`src/rtl/mem_stage.sv`:
```
// Memory-access stage: issues loads/stores over a req/gnt/rvalid bus,
// formats byte lanes and registers the MEM/WB entry.
// Ports: clk/reset, EX/MEM inputs (*M), dmem_* bus, StallM, misaligned,
// outputs (pipeline_pkg::memwb_t).
package pipeline_pkg;
  typedef struct packed {
    logic [31:0] ALUResult;
    logic [31:0] load_data;
    logic [31:0] PCPlus4;
    logic [31:0] ImmExt;
    logic [1:0]  ResultSrc;
    logic [4:0]  Rd;
    logic        RegWrite;
  } memwb_t;
endpackage

import pipeline_pkg::*;

module mem_stage (
  input  logic        clk,
  input  logic        reset,
  input  logic        ValidM,
  input  logic        MemReadM,
  input  logic        MemWriteM,
  input  logic [2:0]  funct3M,
  input  logic [31:0] ALUResultM,
  input  logic [31:0] WriteDataM,
  input  logic [31:0] PCPlus4M,
  input  logic [31:0] ImmExtM,
  input  logic [1:0]  ResultSrcM,
  input  logic [4:0]  RdM,
  input  logic        RegWriteM,
  output logic        dmem_req,
  output logic        dmem_we,
  output logic [31:0] dmem_addr,
  output logic [3:0]  dmem_be,
  output logic [31:0] dmem_wdata,
  input  logic        dmem_gnt,
  input  logic        dmem_rvalid,
  input  logic [31:0] dmem_rdata,
  output logic        StallM,
  output logic        misaligned,
  output memwb_t      outputs
);

  typedef enum logic [1:0] {
    IDLE, WAIT_GNT, WAIT_RDATA
  } state_t;

  state_t      state, next;
  logic        memop, misal, req, done;
  logic [1:0]  off;
  logic [31:0] lane, ldata;

  assign off   = ALUResultM[1:0];
  assign memop = ValidM & (MemReadM | MemWriteM);

  always_comb begin
    misal   = 1'b0;
    dmem_be = 4'b1111;
    unique case (1'b1)
      funct3M[1:0] == 2'b00: dmem_be = 4'b0001 << off;
      funct3M[1:0] == 2'b01: begin
        dmem_be = 4'b0011 << off;
        misal   = off[0];
      end
      funct3M[1:0] == 2'b10: misal = |off;
      default: ;
    endcase
  end

  assign dmem_we    = MemWriteM;
  assign dmem_addr  = {ALUResultM[31:2], 2'b00};
  assign dmem_wdata = WriteDataM << {off, 3'b000};

  assign lane = dmem_rdata >> {off, 3'b000};

  always_comb begin
    ldata = '0;
    unique case (1'b1)
      funct3M == 3'b000: ldata = {{24{lane[7]}}, lane[7:0]};
      funct3M == 3'b001: ldata = {{16{lane[15]}}, lane[15:0]};
      funct3M == 3'b010: ldata = dmem_rdata;
      funct3M == 3'b100: ldata = {24'b0, lane[7:0]};
      funct3M == 3'b101: ldata = {16'b0, lane[15:0]};
      default: ;
    endcase
  end

  always_comb begin
    next = state;
    req  = 1'b0;
    done = 1'b0;
    case (state)
      IDLE: begin
        if (!memop || misal) begin
          done = 1'b1;
        end else begin
          req = 1'b1;
          if (!dmem_gnt)      next = WAIT_GNT;
          else if (MemWriteM) done = 1'b1;
          else                next = WAIT_RDATA;
        end
      end
      WAIT_GNT: begin
        req = 1'b1;
        if (dmem_gnt) begin
          if (MemWriteM) begin
            done = 1'b1;
            next = IDLE;
          end else begin
            next = WAIT_RDATA;
          end
        end
      end
      WAIT_RDATA: begin
        if (dmem_rvalid) begin
          done = 1'b1;
          next = IDLE;
        end
      end
      default: next = IDLE;
    endcase
  end

  assign dmem_req = req & ~reset;
  assign StallM   = ~done & ~reset;

  always_ff @(posedge clk or posedge reset) begin
    if (reset) begin
      state      <= IDLE;
      misaligned <= 1'b0;
      outputs    <= '0;
    end else begin
      state      <= next;
      misaligned <= (state == IDLE) & memop & misal;
      if (!done) begin
        outputs <= '0;
      end else begin
        outputs.ALUResult <= ALUResultM;
        outputs.load_data <=
          (state == WAIT_RDATA) ? ldata : 32'd0;
        outputs.PCPlus4   <= PCPlus4M;
        outputs.ImmExt    <= ImmExtM;
        outputs.ResultSrc <= ResultSrcM;
        outputs.Rd        <= RdM;
        outputs.RegWrite  <=
          RegWriteM & ValidM & ~(memop & misal);
      end
    end
  end

endmodule

```
`config.mk`:
```
export PLATFORM = sky130hd
export DESIGN_NAME = mem_stage
export DESIGN_NICKNAME = d
export VERILOG_FILES = /design/src/rtl/mem_stage.sv
export SDC_FILE = /design/constraint.sdc
export NUM_CORES = 1
export LEC_CHECK = 0
export BUFFER_PORTS_ARGS = -buffer_cell sky130_fd_sc_hd__buf_2
export CAP_MARGIN = 30
export CORE_ASPECT_RATIO = 1.2
export CORE_MARGIN = 5
export CORE_UTILIZATION = 29
export CTS_BUF_LIST = sky130_fd_sc_hd__clkbuf_2 sky130_fd_sc_hd__clkbuf_4 sky130_fd_sc_hd__clkbuf_8
export DETAILED_ROUTE_END_ITERATION = 10
export PLACE_DENSITY_LB_ADDON = 0.08
export SETUP_SLACK_MARGIN = 0.3
export SYNTH_ARGS = -nofsm -noshare
export SYNTH_HDL_FRONTEND = slang
export SYNTH_SLANG_ARGS = --single-unit
```
`constraint.sdc`:
```
create_clock -name clk -period 4.6 [get_ports clk]
set_input_delay 0.46 -clock clk [delete_from_list [all_inputs] [get_ports clk]]
set_output_delay 0.46 -clock clk [all_outputs]
set_load 0.05 [all_outputs]
```
==> flow_metrics.tcl, run 1 <==
set metrics [dict create \
    tns_ns 0 \
    pwr-share-clk_pct 31.3 \
    rsz0062_at_grt "no" \
    dieWidth_um 140 \
    p_total_mw 3.61 \
    placed_area_sq_mm 0.00783 \
    cts_buffer_depth 2 \
    crit_family "buffers and inverters" \
    leakagePower_nw 4.62 \
    cts_resized 0 \
    worstSetupStartpointType "input port" \
    required_ns 4.14 \
    p_int_mw 2.24 \
    max_cap_violations 0 \
    dp.cells 1093 \
    finalWirelength_mm 19.8 \
    crit_top_cell "buf_2" \
    finalCritPeriodShare_pct 64.6 \
    wl_per_cell_um 17.6 \
    endpoint_kind "primary output" \
    synth-async-reset-ratio_pct 100 \
    worstSkewPairLatency_ns 0.45 \
    cp.depth 4 \
    dp_hpwl_mm 15.4 \
    path_buf_inv 2 \
    grt_first_pass_wirelength_mm 30.1 \
    rows 57 \
    place.gp.congestion 0.825 \
    dr.first_iter.drc_count 189 \
    port_buffers 383 \
    num_antenna_cells 0 \
    holdBufCountCts 0 \
    hold_path.class "in2async" \
    firstDrtPassIters 4 \
    worstReg2RegStart "state[0]$_DFFE_PP0P_" \
    combPwrFrac_pct 30.9 \
    synthCells 502 \
    numCtsBuffers 17 \
    ys.flop_type "dfrtp_1" \
    die-area_sq_mm 0.0233 \
    netlist.area_leader.share_pct 59.0 \
    p_per_area_mw_per_mm2 436 \
    initial_core_util_pct 29.3 \
    whs_ns 0.0568 \
    syn_area_sq_mm 0.00589 \
    crit_chain "buf_2, nor2b_1, a211o_1, buf_2" \
    vias 4991 \
    worst_clock_skew_ns 0.0126 \
    n_fill_cell 2022 \
    worstPathMaxFanout 49 \
    stdcell_count 1124 \
    core_area_sq_mm 0.0201 \
    r2r_slack_ns 2.54 \
    grt_overflow_total 0 \
    drive_gt1_share_pct 50.6 \
    tritoncts "done" \
    cts_root_buf "clkbuf_8" \
    worst_slack_ns 1.63 \
    synth_area_leaders "dfrtp_1 (59%), nor2b_1 (12%), buf_4 (4.2%), mux2i_1 (2.7%), a21o_1 (2.4%)" \
    vias_per_cell 4.44 \
    syn_to_final_growth_pct 40.5 \
    nets 1028 \
    synth-seq-cells 139 \
    worst_pin_slew_ns 0.984 \
    h-tree-depth 4 \
    num_io_pins 386 \
    switchingPower_mw 1.37 \
    slew_viol_final 0 \
    ys_types 39 \
    worstReg2RegEnd "outputs[103]$_DFF_PP0_" \
    drtAntennaViolNets 0 \
    outcome "finished, final reports clean" \
    dp_worst_setup_slack_ns 1.63 \
    final_util_pct 41.2 \
    die_h_um 166 \
    synth_warnings 0 \
    grt_max_degree 71 \
    swShare_pct 37.9 \
    slew_headroom_pct 34.3 \
    cts.sinks 139 \
    peakVddDrop_mv 0.170 \
    synth_edf_count 0 \
    post_cts_buffers 0 \
    cpPeakStageDelay_ns 0.87 \
    cp.arrival_ns 2.51 \
    ys_seq_area_share_pct 59.0 \
    drcViolationCount 0 \
    avgSynthCellArea_sq_um 11.7 \
    grt.total_usage_pct 16.6 \
    antenna_found_initial 1 \
    period_minus_slack_ns 2.97 \
    crit_path_top_delay_cell "nor2b_1" \
    grt_pass1_vias 5248 \
    hold_violations 0 \
    synth.largest_area_cell "dfrtp_1" \
    pwr-share-seq_pct 37.8 \
    fmax_mhz 337 \
    final_area_sq_mm 0.00828 \
    setup_violations 0 \
    path_class "in2out" \
    clk_pin_slew_worst_paths_ns 0.08 \
    ff2ff_path_depth 4 \
]
[metal layers]
layer / vias up / track usage, % / share of wire [%] / routed length [um]
li1: 2323 / - / - / -
met1: 2389 / 17.8 / 36 / 7190
met2: 260 / 30.3 / 53 / 10500
met3: 17 / 6.39 / 9.2 / 1810
met4: 2 / 4.64 / 1.2 / 233
met5: - / 0 / 0.035 / 7
[synthesized netlist by cell type (6+ instances only)]
cell / n
mux2i_1: 16
and2_1: 11
nand2_1: 12
buf_4: 33
buf_2: 14
o21ai_0: 12
clkbuf_1: 13
dfrtp_1: 139
nor2b_1: 112
a211oi_1: 9
mux2_2: 8
a22oi_1: 14
a21oi_1: 17
nor2_1: 19
inv_1: 6
a21o_1: 19
a22o_1: 14
[sequential cells by signal (all words and copies together), names as in the netlist]
| signal | flops |
|---|---|
| misaligned | 1 |
| outputs | 136 |
| state | 2 |
[placed cells by master (no fill, tap or decap), drive strengths merged, types with 9 or more instances in the layout]
master	instances
nor2b	112
mux2i	16
a22o	14
a211oi	9
a22oi	14
a21o	19
inv	9
mux2	9
buf	389
nand2	12
and2	11
o21ai	13
dfrtp	139
a21oi	17
clkbuf	17
nor2	19
[worst max path at each step]
stage	slack [ns]	startpoint	endpoint
2_1_floorplan	1.05	reset	StallM
3_3_place_gp	1.64	ALUResultM[0]	outputs[92]$_DFF_PP0_
3_5_place_dp	1.63	ALUResultM[0]	outputs[93]$_DFF_PP0_
4_1_cts	1.63	ALUResultM[1]	dmem_be[2]
5_1_grt	1.49	ALUResultM[1]	dmem_be[2]
6_report	1.63	ALUResultM[1]	dmem_be[2]
[logic make-up (layout without fill, tap and decap cells)]
| family | after synthesis | count (layout) | synth area share, % |
|---|---|---|---|
| multiplexers | 25 | 25 | 4.50 |
| AO/OA/AOI/OAI | 97 | 97 | 12.1 |
| flip-flops | 139 | 139 | 59.0 |
| AND/OR/NAND/NOR | 167 | 167 | 16.6 |
| adder cells (fa/ha/maj) | 3 | 3 | 0.637 |
| buffers and inverters | 70 | 426 | 7.11 |
| other | 1 | 2 | 0.0636 |
[area by class of cell]
| type | instances | area, sq um | area share, % |
|---|---|---|---|
| multi-input cells | 294 | 2010 | 24.3 |
| clock inverters | 14 | 215 | 2.60 |
| repair buffers | 389 | 1980 | 23.9 |
| clock buffers | 17 | 234 | 2.83 |
| inverters | 6 | 26.3 | 0.317 |
| flip-flops and latches | 139 | 3480 | 42.0 |
| well taps | 265 | 332 | 4.00 |
[power groups by stage]
stage / registers, mW / logic, mW / clock network (mW)
6_report: 1.36 / 1.12 / 1.13
2_1_floorplan: 1.82 / 0.391 / 0
3_5_place_dp: 1.39 / 1.13 / 0
3_3_place_gp: 1.39 / 1.12 / 0
5_1_grt: 1.38 / 1.18 / 1.22
4_1_cts: 1.37 / 1.13 / 1.17
Note: power is estimated with default switching activity, not from simulation.
==> inputs of run 2 (changes only) <==
Settings changed: ABC_AREA from default to 1.
Clock period 4.6 ns to 2.7 ns, I/O delays scaled along.
==> run 2 against run 1 <==
Clock power increased by 42%. Routed wire length up 14%. Setup slack worse by 1.1 ns. Utilization up 1.6 points. Highest routed layer unchanged.
==> flow_metrics.tcl, run 2 <==
set metrics [dict create \
    dr.first_iter.drc_count 227 \
    path_class "in2out" \
    grt_pass1_vias 6280 \
    clk_pin_slew_worst_paths_ns 0.09 \
    h-tree-depth 4 \
    cts_resized 0 \
    cpPeakStageDelay_ns 0.47 \
    worst_pin_slew_ns 0.754 \
    synth-async-reset-ratio_pct 100 \
    grt_max_degree 132 \
    fmax_mhz 465 \
    largest_reg_flops 136 \
    cts_buffer_depth 2 \
    drtAntennaViolNets 0 \
    hold_violations 0 \
    synth_common_cells "nor2_1 (174), nand2_1 (152), inv_1 (141), dfrtp_1 (139), nand3_1 (47)" \
    pwr-share-seq_pct 32.1 \
    synth.largest_area_cell "dfrtp_1" \
    cp.depth 7 \
    cp.arrival_ns 1.88 \
    crit_chain "buf_2, inv_1, ha_1, nor2_1, inv_1, o211ai_1, buf_2" \
    combPwrFrac_pct 48.9 \
    leakagePower_nw 5.64 \
    pwr-share-clk_pct 19.0 \
    tritoncts "done" \
    setup_violations 0 \
    grt_first_pass_wirelength_mm 35.0 \
    swShare_pct 51.1 \
    worstSetupStartpointType "input port" \
    ff2ff_path_depth 7 \
    numCtsBuffers 17 \
    worst_clock_skew_ns 0.0143 \
    vias 6196 \
    min_path_cells 3 \
    antenna_found_initial 3 \
    die-area_sq_mm 0.0251 \
    worstSkewPairLatency_ns 0.44 \
    dp.cells 1395 \
    synth-seq-cells 139 \
    tns_ns 0 \
    period_minus_slack_ns 2.15 \
    holdBufCountCts 57 \
    die_h_um 173 \
    dp_worst_setup_slack_ns 0.512 \
    initial_core_util_pct 29.4 \
    top_register "outputs" \
    drcViolationCount 0 \
    layout_common_cells "buf_2 (383), nor2_1 (174), nand2_1 (152)" \
    final_common_cell "buf_2" \
    num_io_pins 386 \
    avgSynthCellArea_sq_um 7.99 \
    finalWirelength_mm 22.6 \
    yosysMostFrequentCell "nor2_1" \
    synth_area_leaders "dfrtp_1 (54%), nor2_1 (10%), nand2_1 (8.9%), inv_1 (8.3%), buf_4 (4.6%)" \
    synth_edf_count 0 \
    peakVddDrop_mv 0.531 \
    syn_to_final_growth_pct 45.3 \
    rsz0062_at_grt "no" \
    slew_headroom_pct 49.8 \
    switchingPower_mw 4.31 \
    n_fill_cell 2293 \
    grt.total_usage_pct 17.4 \
    ys_types 26 \
    dp_hpwl_mm 16.9 \
    dieWidth_um 145 \
    place.gp.congestion 0.868 \
    max_cap_violations 0 \
    hold_path.class "in2reg" \
    p_per_area_mw_per_mm2 909 \
    vias_per_cell 4.16 \
    slew_viol_final 0 \
    finalCritPeriodShare_pct 79.6 \
    endpoint_kind "primary output" \
    core_area_sq_mm 0.0217 \
    port_buffers 383 \
    wl_per_cell_um 15.2 \
    synth_warnings 0 \
    netlist.area_leader.share_pct 54.5 \
    stdcell_count 1488 \
    firstDrtPassIters 4 \
    reg_top3 "outputs (136), state (2), misaligned (1)" \
    drive_gt1_share_pct 36.2 \
    crit_path_top_delay_cell "nor2_1" \
    post_cts_buffers 0 \
    worst_slack_ns 0.551 \
    p_int_mw 4.12 \
    synthCells 799 \
    path_buf_inv 4 \
    ys.flop_type "dfrtp_1" \
    ys_seq_area_share_pct 54.5 \
    cts.sinks 139 \
    cts_root_buf "clkbuf_8" \
    syn_area_sq_mm 0.00639 \
    nets 1379 \
    outcome "finished, final reports clean" \
    rows 59 \
    worstPathMaxFanout 12 \
    crit_family "buffers and inverters" \
    grt_overflow_total 0 \
    required_ns 2.43 \
]
run 2: changes by cell type after synthesis, moves of 10 or more:
cell and delta:
mux2i_1 -16, inv_1 +135, buf_2 +10, and2_1 -11, nor2_1 +155, nand3_1 +44
nor2b_1 -112, nand2_1 +140, a21o_1 -19, a22o_1 -14
run 2: routing by layer:
layer	share of wire (%)	vias up	track usage, %
li1	-	3139	-
met1	38	2792	19.5
met2	53	244	32.1
met3	7.1	19	5.13
met4	1.4	2	4.86
met5	0.031	-	0
run 2: worst min-delay path: cells and delay by family:
kind          cells  cell delay [ns]
simple gates      1             0.03
buf+inv           2             0.13
run 2: metrics by stage:
step	util [%]	cell area (sq um)	power, mW	hold slack [ns]
finish	42.8	9280	8.43	0.0322
global route	42.7	9280	8.89	0.00303
CTS	42.7	9260	8.58	0.000390
detailed placement	38.3	8320	6.87	0.234
global placement	38.3	8320	6.86	0.234
floorplan	-	6390	5.83	0.336
run 2: cell families after synthesis:
| kind of cell | count (synthesis) | share of synthesized area (%) |
|---|---|---|
| buffers and inverters | 216 | 15.5 |
| and+or+nand+nor | 384 | 24.0 |
| AOI/OAI and AO/OA | 56 | 5.47 |
| DFF | 139 | 54.5 |
| adders and majority gates | 3 | 0.588 |
| other | 1 | 0.0587 |
run 2: power by group through the flow:
stage	Sequential (mW)	Clock, mW	Combinational (mW)
final	2.71	1.60	4.12
after global routing	2.77	1.76	4.36
after CTS	2.71	1.69	4.19
after detailed placement	2.76	0	4.12
after global placement	2.74	0	4.12
after floorplan	4.66	0	1.18
run 2: cell type report:
| class | count | area (sq um) | share of cell area, % |
|---|---|---|---|
| Antenna cell | 3 | 7.51 | 0.0809 |
| Clock buffer | 18 | 248 | 2.67 |
| Clock inverter | 14 | 124 | 1.33 |
| Inverter | 144 | 544 | 5.87 |
| Multi-Input combinational cell | 445 | 1920 | 20.7 |
| Sequential cell | 139 | 3480 | 37.5 |
| Tap cell | 274 | 343 | 3.69 |
| Timing Repair Buffer | 451 | 2610 | 28.1 |
run 2: worst paths after layout:
check                      slack, ns                      to                  from
setup / recovery                0.55              dmem_be[2]            funct3M[1]
hold / removal                  0.03   outputs[54]$_DFF_PP0_          PCPlus4M[14]
setup reg to reg                1.10  outputs[102]$_DFF_PP0_  state[1]$_DFFE_PP0P_
hold reg to reg                 0.61    state[0]$_DFFE_PP0P_  state[1]$_DFFE_PP0P_
max in group asynchronous       1.38   outputs[50]$_DFF_PP0_                 reset
min in group asynchronous       0.33   outputs[36]$_DFF_PP0_                 reset
==> inputs of run 3 (changes only) <==
Settings changed: ABC_AREA 1 to 0.
Clock period 2.7 ns to 1.9 ns, I/O delays scaled along.
==> run 3 against run 2 <==
Critical path type is now reg2out. Worst hold slack got worse by 0.040 ns. Highest routed layer unchanged. The flow now finishes with violations (hold timing). Critical endpoint is now StallM. Via count fell by 5.8%. Clock power rose by 52%.
==> flow_metrics.tcl, run 3 (synthesized netlist as in run 1, its figures left out) <==
set metrics [dict create \
    grt_max_degree 140 \
    stdcell_count 1296 \
    violations "hold timing" \
    reg_top3 "outputs (136), state (2), misaligned (1)" \
    worst_pin_slew_ns 0.755 \
    crit_chain "nand3b_1, buf_6, nand3_1, o21ai_4, and2_4, buf_8" \
    num_io_pins 386 \
    layout_common_cells "buf_2 (369), dfrtp_1 (139), dlygate4sd3_1 (124)" \
    die_h_um 166 \
    max_cap_violations 0 \
    final_common_cell "buf_2" \
    finalWirelength_mm 25.0 \
    clk_pin_slew_worst_paths_ns 0.09 \
    rows 57 \
    dp.cells 1107 \
    period_minus_slack_ns 1.87 \
    dp_hpwl_mm 16.8 \
    whs_ns -0.00820 \
    required_ns 1.71 \
    cpPeakStageDelay_ns 0.40 \
    tritoncts "done" \
    worstPathMaxFanout 3 \
    leakagePower_nw 5.60 \
    finalCritPeriodShare_pct 98.5 \
    fmax_mhz 534 \
    top_register "outputs" \
    cp.arrival_ns 1.68 \
    crit_path_top_delay_cell "dfrtp_1" \
    worstSkewPairLatency_ns 0.45 \
    endpoint_kind "primary output" \
    grt.total_usage_pct 19.1 \
    grt_pass1_vias 6257 \
    port_buffers 383 \
    dr.first_iter.drc_count 161 \
    cts_root_buf "clkbuf_8" \
    h-tree-depth 4 \
    drtAntennaViolNets 0 \
    dieWidth_um 140 \
    antenna_found_initial 5 \
    final_util_pct 53.1 \
    p_per_area_mw_per_mm2 876 \
    die-area_sq_mm 0.0233 \
    wl_per_cell_um 19.3 \
    hold_path.class "in2async" \
    vias_per_cell 4.51 \
    core_area_sq_mm 0.0201 \
    worstReg2RegEnd "outputs[94]$_DFF_PP0_" \
    hold_violations 2 \
    path_class "reg2out" \
    cts.sinks 139 \
    cts_buffer_depth 2 \
    vias 5839 \
    n_fill_cell 1860 \
    worst_clock_skew_ns 0.0148 \
    drive_gt1_share_pct 55.6 \
    syn_to_final_growth_pct 81.1 \
    grt_overflow_total 0 \
    worstReg2RegStart "state[0]$_DFFE_PP0P_" \
    initial_core_util_pct 29.3 \
    largest_reg_flops 136 \
    nets 1195 \
    ff2ff_path_depth 8 \
    r2r_slack_ns 0.14 \
    rsz0062_at_grt "yes" \
    outcome "complete, but fails checks" \
    worstSetupStartpointType "flip-flop" \
    grt_first_pass_wirelength_mm 34.7 \
    place.gp.congestion 0.809 \
    peakVddDrop_mv 0.436 \
    slew_viol_final 0 \
    drcViolationCount 0 \
    firstDrtPassIters 4 \
    numCtsBuffers 17 \
    setup_violations 0 \
    slew_headroom_pct 49.7 \
]
-- run 3: changes by cell type in the layout (fill, tap and decap cells not counted), moves of 13 or more --
cell,delta
inv_1,-135
nand3_1,-44
a22o_1,+14
nor2b_2,+26
buf_2,-14
nand2_1,-141
buf_4,+13
nor2b_4,+13
a21o_1,+18
nor2b_1,+73
o21ai_0,-19
nor2_1,-167
dlygate4sd3_1,+66
-- run 3: worst max path at each step --
stage / startpoint / endpoint / cells after the start
after global placement: ALUResultM[1] / dmem_be[2] / 4
after detailed placement: funct3M[1] / outputs[91]$_DFF_PP0_ / 7
after CTS: state[1]$_DFFE_PP0P_ / StallM / 6
after global routing: state[1]$_DFFE_PP0P_ / StallM / 6
final: state[1]$_DFFE_PP0P_ / StallM / 6
after floorplan: reset / StallM / 2
-- run 3: cell type report --
cell class                 instances  area [sq um]  share of cell area (%)
clock inverter                    14           153                    1.43
tap                              265           332                    3.11
timing repair buffer             556          3980                    37.2
antenna                            4          10.0                  0.0938
sequential                       139          3480                    32.6
multi-input combinational        294          2450                    23.0
inverter                           6          26.3                   0.246
clock buffer                      18           248                    2.32
-- run 3: timing repair --
| item | 4_1_cts | 5_1_grt |
|---|---|---|
| gates resized for setup | 23 | 95 |
| setup buffers | 6 | 6 |
| pin swaps | 4 | 3 |
| hold endpoints to repair | 123 | 0 |
| hold buffers | 124 | 0 |
| setup endpoints to repair | 67 | 147 |
| gates cloned | 2 | 15 |
-- run 3: report_power, final --
group          switching, mW  leakage, nW  internal (mW)
sequential            0.0693         1.81           3.24
clock                   1.30        0.196           1.13
combinational           2.39         3.60           1.23
total                   3.76         5.60           5.59
-- run 3: routing by layer --
layer / share of wire, % / global-route usage, %
met5: 0.052 / 0
met4: 2.7 / 7.75
met3: 6.6 / 5.24
met2: 55 / 35.4
met1: 35 / 20.2
-- run 3: stage by stage --
step | hold WS, ns | area (sq um) | setup slack (ns) | setup TNS [ns] | total power, mW
floorplan | 0.261 | 6070 | -1.11 | -5.40 | 5.41
global placement | 0.389 | 8120 | -0.0359 | -0.0359 | 6.16
detailed placement | 0.396 | 8130 | 0.0311 | 0 | 6.18
CTS | 0.000652 | 9960 | -0.00584 | -0.00584 | 8.95
global route | 0.00850 | 10700 | -0.0746 | -0.0746 | 9.72
finish | -0.00820 | 10700 | 0.0286 | 0 | 9.35
-- run 3: worst max-delay path: cells and delay by family (launching register included) --
| kind | cells | cell delay (ns) |
|---|---|---|
| flip-flops | 1 | 0.40 |
| AND/OR/NAND/NOR | 3 | 0.42 |
| AO/OA/AOI/OAI | 1 | 0.15 |
| buffers and inverters | 2 | 0.26 |
